$ cat config.mk
export PLATFORM = sky130hd
export DESIGN_NAME = vga_scaled_display
export DESIGN_NICKNAME = d
export VERILOG_FILES = /design/src/rtl/vga_scaled_display.sv
export SDC_FILE = /design/constraint.sdc
export NUM_CORES = 1
export LEC_CHECK = 0
export ABC_AREA = 1
export CORE_MARGIN = 1
export CORE_UTILIZATION = 46
export DETAILED_ROUTE_END_ITERATION = 8
export GPL_ROUTABILITY_DRIVEN = 0
export PLACE_DENSITY = 0.85
export SKIP_CTS_REPAIR_TIMING = 1
export SLEW_MARGIN = 20
export SYNTH_ARGS = -nofsm -noshare
export SYNTH_HDL_FRONTEND = slang
export SYNTH_SLANG_ARGS = --single-unit
$ cat constraint.sdc
create_clock -name clk -period 5.1 [get_ports clk]
set_clock_uncertainty 0.15 [all_clocks]
set_input_delay 1.02 -clock clk [delete_from_list [all_inputs] [get_ports clk]]
set_output_delay 1.02 -clock clk [all_outputs]
set_load 0.01 [all_outputs]
$ cat src/rtl/vga_scaled_display.sv
// VGA engine: pixel-tick divider, sync timing, scaled frame-buffer addressing and a
// per-frame mono/colour layer mux, all running on the system clock with a tick enable.
module vga_scaled_display #(
    parameter int unsigned H_ACTIVE    = 640,
    parameter int unsigned H_FP        = 16,
    parameter int unsigned H_SYNC      = 96,
    parameter int unsigned H_BP        = 48,
    parameter int unsigned V_ACTIVE    = 480,
    parameter int unsigned V_FP        = 10,
    parameter int unsigned V_SYNC      = 2,
    parameter int unsigned V_BP        = 33,
    parameter int unsigned SCALE_SHIFT = 1,
    parameter int unsigned CLK_DIV     = 4,
    parameter int unsigned ADDR_W      = 17,
    parameter logic [11:0] FG_COLOR    = 12'h000,
    parameter logic [11:0] BG_COLOR    = 12'hfff
) (
    input  logic              clk,
    input  logic              rst,
    input  logic [1:0]        mode_req,
    input  logic              mono_data,
    input  logic [11:0]       color_data,
    output logic [ADDR_W-1:0] frame_addr,
    output logic [3:0]        vgaRed,
    output logic [3:0]        vgaGreen,
    output logic [3:0]        vgaBlue,
    output logic              hsync,
    output logic              vsync,
    output logic              pixel_tick,
    output logic              frame_start,
    output logic [1:0]        mode_active,
    output logic [9:0]        h_cnt,
    output logic [9:0]        v_cnt
);

    localparam int unsigned H_TOTAL = H_ACTIVE + H_FP + H_SYNC + H_BP;
    localparam int unsigned V_TOTAL = V_ACTIVE + V_FP + V_SYNC + V_BP;
    localparam int unsigned DIV_W   = $clog2(CLK_DIV);
    localparam int unsigned H_BUF   = H_ACTIVE >> SCALE_SHIFT;

    localparam logic [DIV_W-1:0] DIV_LAST = DIV_W'(CLK_DIV - 1);
    localparam logic [9:0] H_LAST = 10'(H_TOTAL - 1);
    localparam logic [9:0] V_LAST = 10'(V_TOTAL - 1);
    localparam logic [9:0] H_ACT  = 10'(H_ACTIVE);
    localparam logic [9:0] V_ACT  = 10'(V_ACTIVE);
    localparam logic [9:0] H_SS   = 10'(H_ACTIVE + H_FP);
    localparam logic [9:0] H_SE   = 10'(H_ACTIVE + H_FP + H_SYNC);
    localparam logic [9:0] V_SS   = 10'(V_ACTIVE + V_FP);
    localparam logic [9:0] V_SE   = 10'(V_ACTIVE + V_FP + V_SYNC);

    logic [DIV_W-1:0]  div_q, div_d;
    logic [9:0]        h_q, h_d, v_q, v_d;
    logic [1:0]        mode_q, mode_d;
    logic              act1_q, act1_d, hs1_q, hs1_d, vs1_q, vs1_d;
    logic [ADDR_W-1:0] addr1_q, addr1_d;
    logic              hsync_q, vsync_q;
    logic [11:0]       rgb_q, rgb_d, pix;
    logic [31:0]       addr_full;
    logic              tick, wrap;

    assign tick = (div_q == DIV_LAST);
    assign wrap = tick && (h_q == H_LAST) && (v_q == V_LAST);

    // Stage 0: divider and raw counters; the mode only changes at the frame wrap
    always_comb begin
        div_d  = tick ? '0 : div_q + DIV_W'(1);
        h_d    = h_q + 10'd1;
        v_d    = v_q;
        mode_d = mode_q;
        if (h_q == H_LAST) begin
            h_d = '0;
            v_d = (v_q == V_LAST) ? '0 : v_q + 10'd1;
        end
        if (wrap) begin
            mode_d = mode_req;
        end
    end

    // Stage 1: visibility, scaled buffer address and raw sync levels
    always_comb begin
        addr_full = (32'(h_q) >> SCALE_SHIFT) + H_BUF * (32'(v_q) >> SCALE_SHIFT);
        act1_d    = (h_q < H_ACT) && (v_q < V_ACT);
        addr1_d   = act1_d ? addr_full[ADDR_W-1:0] : '0;
        hs1_d     = !((h_q >= H_SS) && (h_q < H_SE));
        vs1_d     = !((v_q >= V_SS) && (v_q < V_SE));
    end

    // Stage 2: RAM data has settled for a full tick by the time it is sampled here
    always_comb begin
        unique case (mode_q)
            2'd0:    pix = mono_data ? FG_COLOR : BG_COLOR;
            2'd1:    pix = color_data;
            2'd2:    pix = mono_data ? FG_COLOR : color_data;
            default: pix = 12'h000;
        endcase
        rgb_d = act1_q ? pix : 12'h000;
    end

    always_ff @(posedge clk or posedge rst) begin
        if (rst) begin
            div_q   <= '0;
            h_q     <= '0;
            v_q     <= '0;
            mode_q  <= '0;
            act1_q  <= 1'b0;
            hs1_q   <= 1'b1;
            vs1_q   <= 1'b1;
            addr1_q <= '0;
            hsync_q <= 1'b1;
            vsync_q <= 1'b1;
            rgb_q   <= '0;
        end else begin
            div_q <= div_d;
            if (tick) begin
                h_q     <= h_d;
                v_q     <= v_d;
                mode_q  <= mode_d;
                act1_q  <= act1_d;
                hs1_q   <= hs1_d;
                vs1_q   <= vs1_d;
                addr1_q <= addr1_d;
                hsync_q <= hs1_q;
                vsync_q <= vs1_q;
                rgb_q   <= rgb_d;
            end
        end
    end

    assign frame_addr  = addr1_q;
    assign vgaRed      = rgb_q[11:8];
    assign vgaGreen    = rgb_q[7:4];
    assign vgaBlue     = rgb_q[3:0];
    assign hsync       = hsync_q;
    assign vsync       = vsync_q;
    assign pixel_tick  = tick;
    assign frame_start = wrap;
    assign mode_active = mode_q;
    assign h_cnt       = h_q;
    assign v_cnt       = v_q;

endmodule

==> metrics, run 1 <==
# setup viols final 0; Worst-Margin Slew 0.714 ns; CTS max path bufs 2; Diodes inserted 0; Seq pwr share 0.514; P_sw 0.000201 W; reg2reg start v_cnt[2]$_DFFE_PP0P_; first-pass GRT wire length 13700 microns; Starting Density 0.483; RSZ-0062 raised after global routing no; Worst path slowest cell clkdlybuf4s50_1; die height 87.2 microns; Antenna Nets Post-Route 0; Comb pwr share 0.026; CTS root buf clkbuf_8; commonest non-fill, non-tap cell in the layout nand2_1; die area 7600 sq um; num rows 30; drt pass-1 iters 5; Critical Path Sink Type output pin; worst reg-to-reg path cell count 13; worst-path cell chain ha_1 -> inv_2 -> nor2_4 -> nand2_1 -> inv_2 -> clkdlybuf4s50_1; Fill cells 598; Max-Cap Viols 0; cell mode on critical path inv_2; pwr/cell area 208 nW/um^2; Slew Viols, Final 0; GR Util All Layers 0.236; Initial DRC Count 222; Clk pwr share 0.460; Hold Startpoint div_q[0]$_DFF_PP0_; Cells after Synth 414; outcome completed; area delta synth->final 28.8%; cell-internal power 0.000694 W; min Tclk post-route 3.79 ns; DP HPWL 6050 microns; syn nets 455; number of remaining DRC errors 0; Slew HR 0.523; Crit Path Class reg2out; Port Buffers 71; post-synth cell types 36; Die W 87.2 microns; Vias/cell 5.23; setup_tns 0 ns; Worst Path Arrival 2.62 ns; final hold violations 0; layout cells sized above 1 0.0874; largest net degree at the start of global routing 43; TritonCTS clock tree built; sequential share of the synthesized area 0.436; reg2reg end frame_addr[15]$_DFFE_PP0P_; multi-input logic area 1620 sq um; number of global-route vias before repair 2965; hold crit path type reg2reg; GRT overflow 0; worst-path maximum fanout 42; io pins 72; post-route clock period utilization 0.744; via count 3075; Max Clock Freq 0.264 GHz; post-layout util 0.622; post-synthesis register bit count 58; Leakage Power 2.10 nW; total CTS buffers 9; drt wl/cell 14.1 microns; placed cell count 572; Req. time, crit path 3.93 ns; Register Area 1460 sq um; fin cells 588; Hold Path Cell Cnt 1; core area 6910 sq um; most frequent cells in the layout 117 x nand2_1, 71 x clkdlybuf4s50_1, 54 x dfrtp_1; yosys warns 0; worst ir drop on vdd 310 uV; Worst-Skew Late Latency 0.34 ns; Reg clk slew, reported paths 0.07 ns; sw frac 0.224; WL final 8290 microns; Sink Count 58; largest stage delay on the critical path 0.54 ns; Max H-tree Level 3; nets 528; Netlist Area Pre-Place 3340 sq um; syn avg cell area 8.06 sq um; crit path launch type register; r2r setup slk 2.32 ns; initial antenna violation count 0; Worst Hold End div_q[0]$_DFF_PP0_
## how the worst max path moves through the flow
stage               slack, ns                 end  cells after the start          startpoint
floorplan                2.51  act1_q$_DFFE_PP0P_                      1                 rst
global placement         1.82         frame_start                      6  div_q[0]$_DFF_PP0_
detailed placement       1.72         frame_start                      6  div_q[0]$_DFF_PP0_
CTS                      1.34         frame_start                      6  div_q[0]$_DFF_PP0_
global route             1.18         frame_start                      6  div_q[0]$_DFF_PP0_
finish                   1.31         frame_start                      6  div_q[0]$_DFF_PP0_
## power groups by stage
| stage | Clock (W) | Combinational, W | Sequential [W] |
|---|---|---|---|
| after CTS | 0.000413 | 0.0000242 | 0.000460 |
| after detailed placement | 0 | 0.0000238 | 0.000469 |
| after floorplan | 0 | 0.00000688 | 0.000469 |
| after global placement | 0 | 0.0000238 | 0.000469 |
| after global routing | 0.000436 | 0.0000259 | 0.000460 |
| final | 0.000412 | 0.0000236 | 0.000460 |
## flip-flops by register name, summed over array words and instances, names as in the netlist
register	flops
act1_q	1
div_q	2
frame_addr	17
h_cnt	10
hs1_q	1
hsync	1
mode_active	2
rgb_q	12
v_cnt	10
vs1_q	1
vsync	1
## logic make-up after synthesis
| family | count (synthesis) | synth area share |
|---|---|---|
| AOI/OAI and AO/OA | 60 | 0.101 |
| xor gates and xnor gates | 5 | 0.0131 |
| adders and majority gates | 24 | 0.0945 |
| buffers and inverters | 63 | 0.0791 |
| DFF | 58 | 0.436 |
| and+or+nand+nor | 204 | 0.276 |
## cells in the mapped netlist
library cell | number | area [sq um]
nor3_1 | 6 | 30.0
dfstp_2 | 4 | 105
a2bb2oi_1 | 1 | 8.76
xor2_1 | 4 | 35.0
nor2_4 | 3 | 33.8
nand3_1 | 29 | 145
buf_2 | 4 | 20.0
buf_4 | 2 | 15.0
nand4_1 | 8 | 50.1
o21ai_1 | 3 | 15.0
inv_1 | 50 | 188
nand2_2 | 4 | 25.0
o21ba_1 | 1 | 10.0
a31o_2 | 1 | 8.76
nand3b_2 | 1 | 11.3
o21bai_2 | 1 | 11.3
clkbuf_1 | 2 | 7.51
nor3_2 | 4 | 40.0
a2111oi_0 | 1 | 8.76
nor3b_1 | 2 | 15.0
nor2_2 | 4 | 25.0
a21o_1 | 1 | 7.51
a31oi_1 | 1 | 6.26
xnor2_1 | 1 | 8.76
or2_2 | 1 | 6.26
ha_1 | 22 | 275
a21oi_1 | 14 | 70.1
dfrtp_1 | 54 | 1350
a22o_1 | 3 | 26.3
inv_2 | 3 | 11.3
nand2_1 | 117 | 439
nor4_1 | 2 | 12.5
buf_6 | 2 | 22.5
o21ai_0 | 33 | 165
fa_1 | 2 | 40.0
nor2_1 | 23 | 86.3
## per-layer routing
metal | part of all wire | vias to the layer above | wire length (microns) | global-route usage
met5 | 0 | - | 0 | 0
met4 | 0.014 | 0 | 114 | 0.0760
met3 | 0.076 | 14 | 626 | 0.0730
met2 | 0.46 | 125 | 3780 | 0.367
met1 | 0.45 | 1448 | 3760 | 0.316
li1 | - | 1488 | - | -
## per-stage QoR
step / area [sq um] / setup WS (ns) / hold WS [ns] / total power [W]
final: 4300 / 1.31 / 0.283 / 0.000895
after detailed placement: 4110 / 1.72 / 0.275 / 0.000492
after CTS: 4300 / 1.34 / 0.282 / 0.000897
after floorplan: 3340 / 2.51 / 0.253 / 0.000476
after global placement: 4110 / 1.82 / 0.262 / 0.000492
after global routing: 4300 / 1.18 / 0.287 / 0.000922
## critical path, delay by kind of cell (launching register included)
kind / cells / cell delay, ns
buffers and inverters: 3 / 1.03
AND/OR/NAND/NOR: 2 / 0.50
adder cells (fa/ha/maj): 1 / 0.38
flip-flops: 1 / 0.35
## final cells by class
cell class                 instances  share of cell area
tap                               96              0.0280
clock inverter                     6              0.0137
sequential                        58               0.339
inverter                          53              0.0463
multi-input combinational        293               0.376
timing repair buffer              72               0.167
clock buffer                      10              0.0297
(Power assumes the default switching activity.)
==> run 2: changes to the inputs <==
- clock period: 5.1 -> 3.8 ns (I/O delays scaled with it)
==> metrics, run 2 (synthesized netlist as in run 1, its figures left out) <==
min Tclk post-route 3.21 ns; crit path launch type register; Leakage Power 2.12 nW (+1.2%); Vias/cell 5.16 (-1.3%); core area 6910 sq um (unchanged); post-route clock period utilization 0.844; Port Buffers 71 (unchanged); initial antenna violation count 0 (unchanged); TritonCTS clock tree built; drt pass-1 iters 4 (-1); post-layout util 0.631 (+0.00906); setup_tns 0 ns (unchanged); max layer used met4; Reg clk slew, reported paths 0.06 ns (about the same); Seq pwr share 0.479 (-0.035); worst ir drop on vdd 213 uV (-31%); met3 WL post-DR 588 microns (-6.1%); Slew HR 0.573 (+0.0495); worst-path maximum fanout 12 (-71%); wl on met1 3650 microns (-2.9%); num rows 30 (unchanged); largest net degree at the start of global routing 42 (-2.3%); Initial DRC Count 201 (-9.5%); # setup viols final 0 (unchanged); P_sw 0.000280 W (+40%); Max Clock Freq 0.312 GHz; GR Util All Layers 0.230 (-0.00580); number of global-route vias before repair 2957 (-0.27%); WL final 8060 microns (-2.7%); first-pass GRT wire length 13400 microns (-2.3%); die height 87.2 microns (unchanged); Max-Cap Viols 0 (unchanged); commonest non-fill, non-tap cell in the layout nand2_1; GRT overflow 0 (unchanged); CTS max path bufs 2 (unchanged); Clk pwr share 0.496 (+0.036); Worst Path Arrival 2.30 ns (-0.32 ns); cell-internal power 0.00101 W (+45%); Diodes inserted 0 (unchanged); Crit Path Class reg2out; CTS root buf clkbuf_8; max reg flops 17 (unchanged); routed wl met2 3740 microns (-1.1%); most frequent cells in the layout 117 x nand2_1, 71 x clkdlybuf4s50_1, 54 x dfrtp_1; outcome completed; Fill cells 587 (-1.8%); Max H-tree Level 3 (unchanged); area delta synth->final 30.6%; sw frac 0.218 (-0.00674); layout cells sized above 1 0.0949 (+0.00755); die area 7600 sq um (unchanged); Worst-Margin Slew 0.641 ns (-0.0732 ns); final hold violations 0 (unchanged); RSZ-0062 raised after global routing no; Starting Density 0.483 (unchanged); nets 531 (+0.57%); Sink Count 58 (unchanged); Die W 87.2 microns (unchanged); DP HPWL 6230 microns (+3.0%); Worst-Skew Late Latency 0.34 ns (about the same); Critical Path Sink Type output pin; pwr/cell area 295 nW/um^2 (+42%); drt wl/cell 13.6 microns (-3.2%); Req. time, crit path 2.89 ns (-1.04 ns); Slew Viols, Final 0 (unchanged); Comb pwr share 0.025 (about the same); total CTS buffers 9 (unchanged); io pins 72 (unchanged); Antenna Nets Post-Route 0 (unchanged); via count 3049 (-0.85%); hold crit path type reg2reg; number of remaining DRC errors 0 (unchanged)
## run 2: changes by cell type in the layout (fill, tap and decap cells not counted), sizes merged
cell and delta:
buf +3, bufinv +1, clkbuf -1, clkinv -2, clkinvlp +1, inv +1
## run 2: power groups by stage
stage | clock network, W | registers, W | logic [W]
floorplan | 0 | 0.000629 | 0.00000923
global placement | 0 | 0.000629 | 0.0000320
detailed placement | 0 | 0.000629 | 0.0000322
CTS | 0.000651 | 0.000617 | 0.0000325
global route | 0.000678 | 0.000617 | 0.0000353
finish | 0.000638 | 0.000617 | 0.0000317
## run 2: worst paths after layout
path | startpoint | to | slack (ns) | cells after the start
worst max-delay path | h_cnt[0]$_DFFE_PP0P_ | frame_start | 0.59 | 7
max in group asynchronous | rst | hsync$_DFFE_PP1P_ | 2.18 | 3
worst min-delay path | div_q[0]$_DFF_PP0_ | div_q[0]$_DFF_PP0_ | 0.28 | 1
worst max register to register | v_cnt[2]$_DFFE_PP0P_ | frame_addr[15]$_DFFE_PP0P_ | 1.05 | 13
worst min register to register | div_q[0]$_DFF_PP0_ | div_q[0]$_DFF_PP0_ | 0.28 | 1
min in group asynchronous | rst | rgb_q[10]$_DFFE_PP0P_ | 0.57 | 2
## run 2: area by class of cell
class	instances	area, sq um	area share
repair buffers	75	741	0.170
clock buffers	9	124	0.0284
clock inverters	7	103	0.0235
multi-input cells	293	1620	0.371
flip-flops and latches	58	1460	0.334
inverters	53	199	0.0456
well taps	96	120	0.0276
## run 2: layer usage
layer / vias to the layer above / global-route usage
met1: 1439 / 0.298
met2: 91 / 0.372
li1: 1506 / -
met5: - / 0
met4: 0 / 0.0641
met3: 13 / 0.0749
## run 2: metrics by stage
| step | cell area [sq um] | setup WS (ns) | hold WS [ns] | power (W) | cells |
|---|---|---|---|---|---|
| 6_report | 4360 | 0.592 | 0.280 | 0.00129 | 591 |
| 5_1_grt | 4360 | 0.451 | 0.306 | 0.00133 | 591 |
| 4_1_cts | 4360 | 0.568 | 0.282 | 0.00130 | 591 |
| 3_5_place_dp | 4130 | 0.947 | 0.273 | 0.000661 | 575 |
| 3_3_place_gp | 4130 | 1.04 | 0.263 | 0.000661 | 575 |
| 2_1_floorplan | 3340 | 1.30 | 0.253 | 0.000638 | 414 |
## run 2: worst max-delay path, cell delays in order, from the launching register on
cell,delay (ns)
dfrtp_1,0.39
ha_1,0.20
nand3_1,0.08
nand3b_2,0.24
nor2_4,0.24
nand2_1,0.14
inv_2,0.12
clkdlybuf4s50_1,0.55
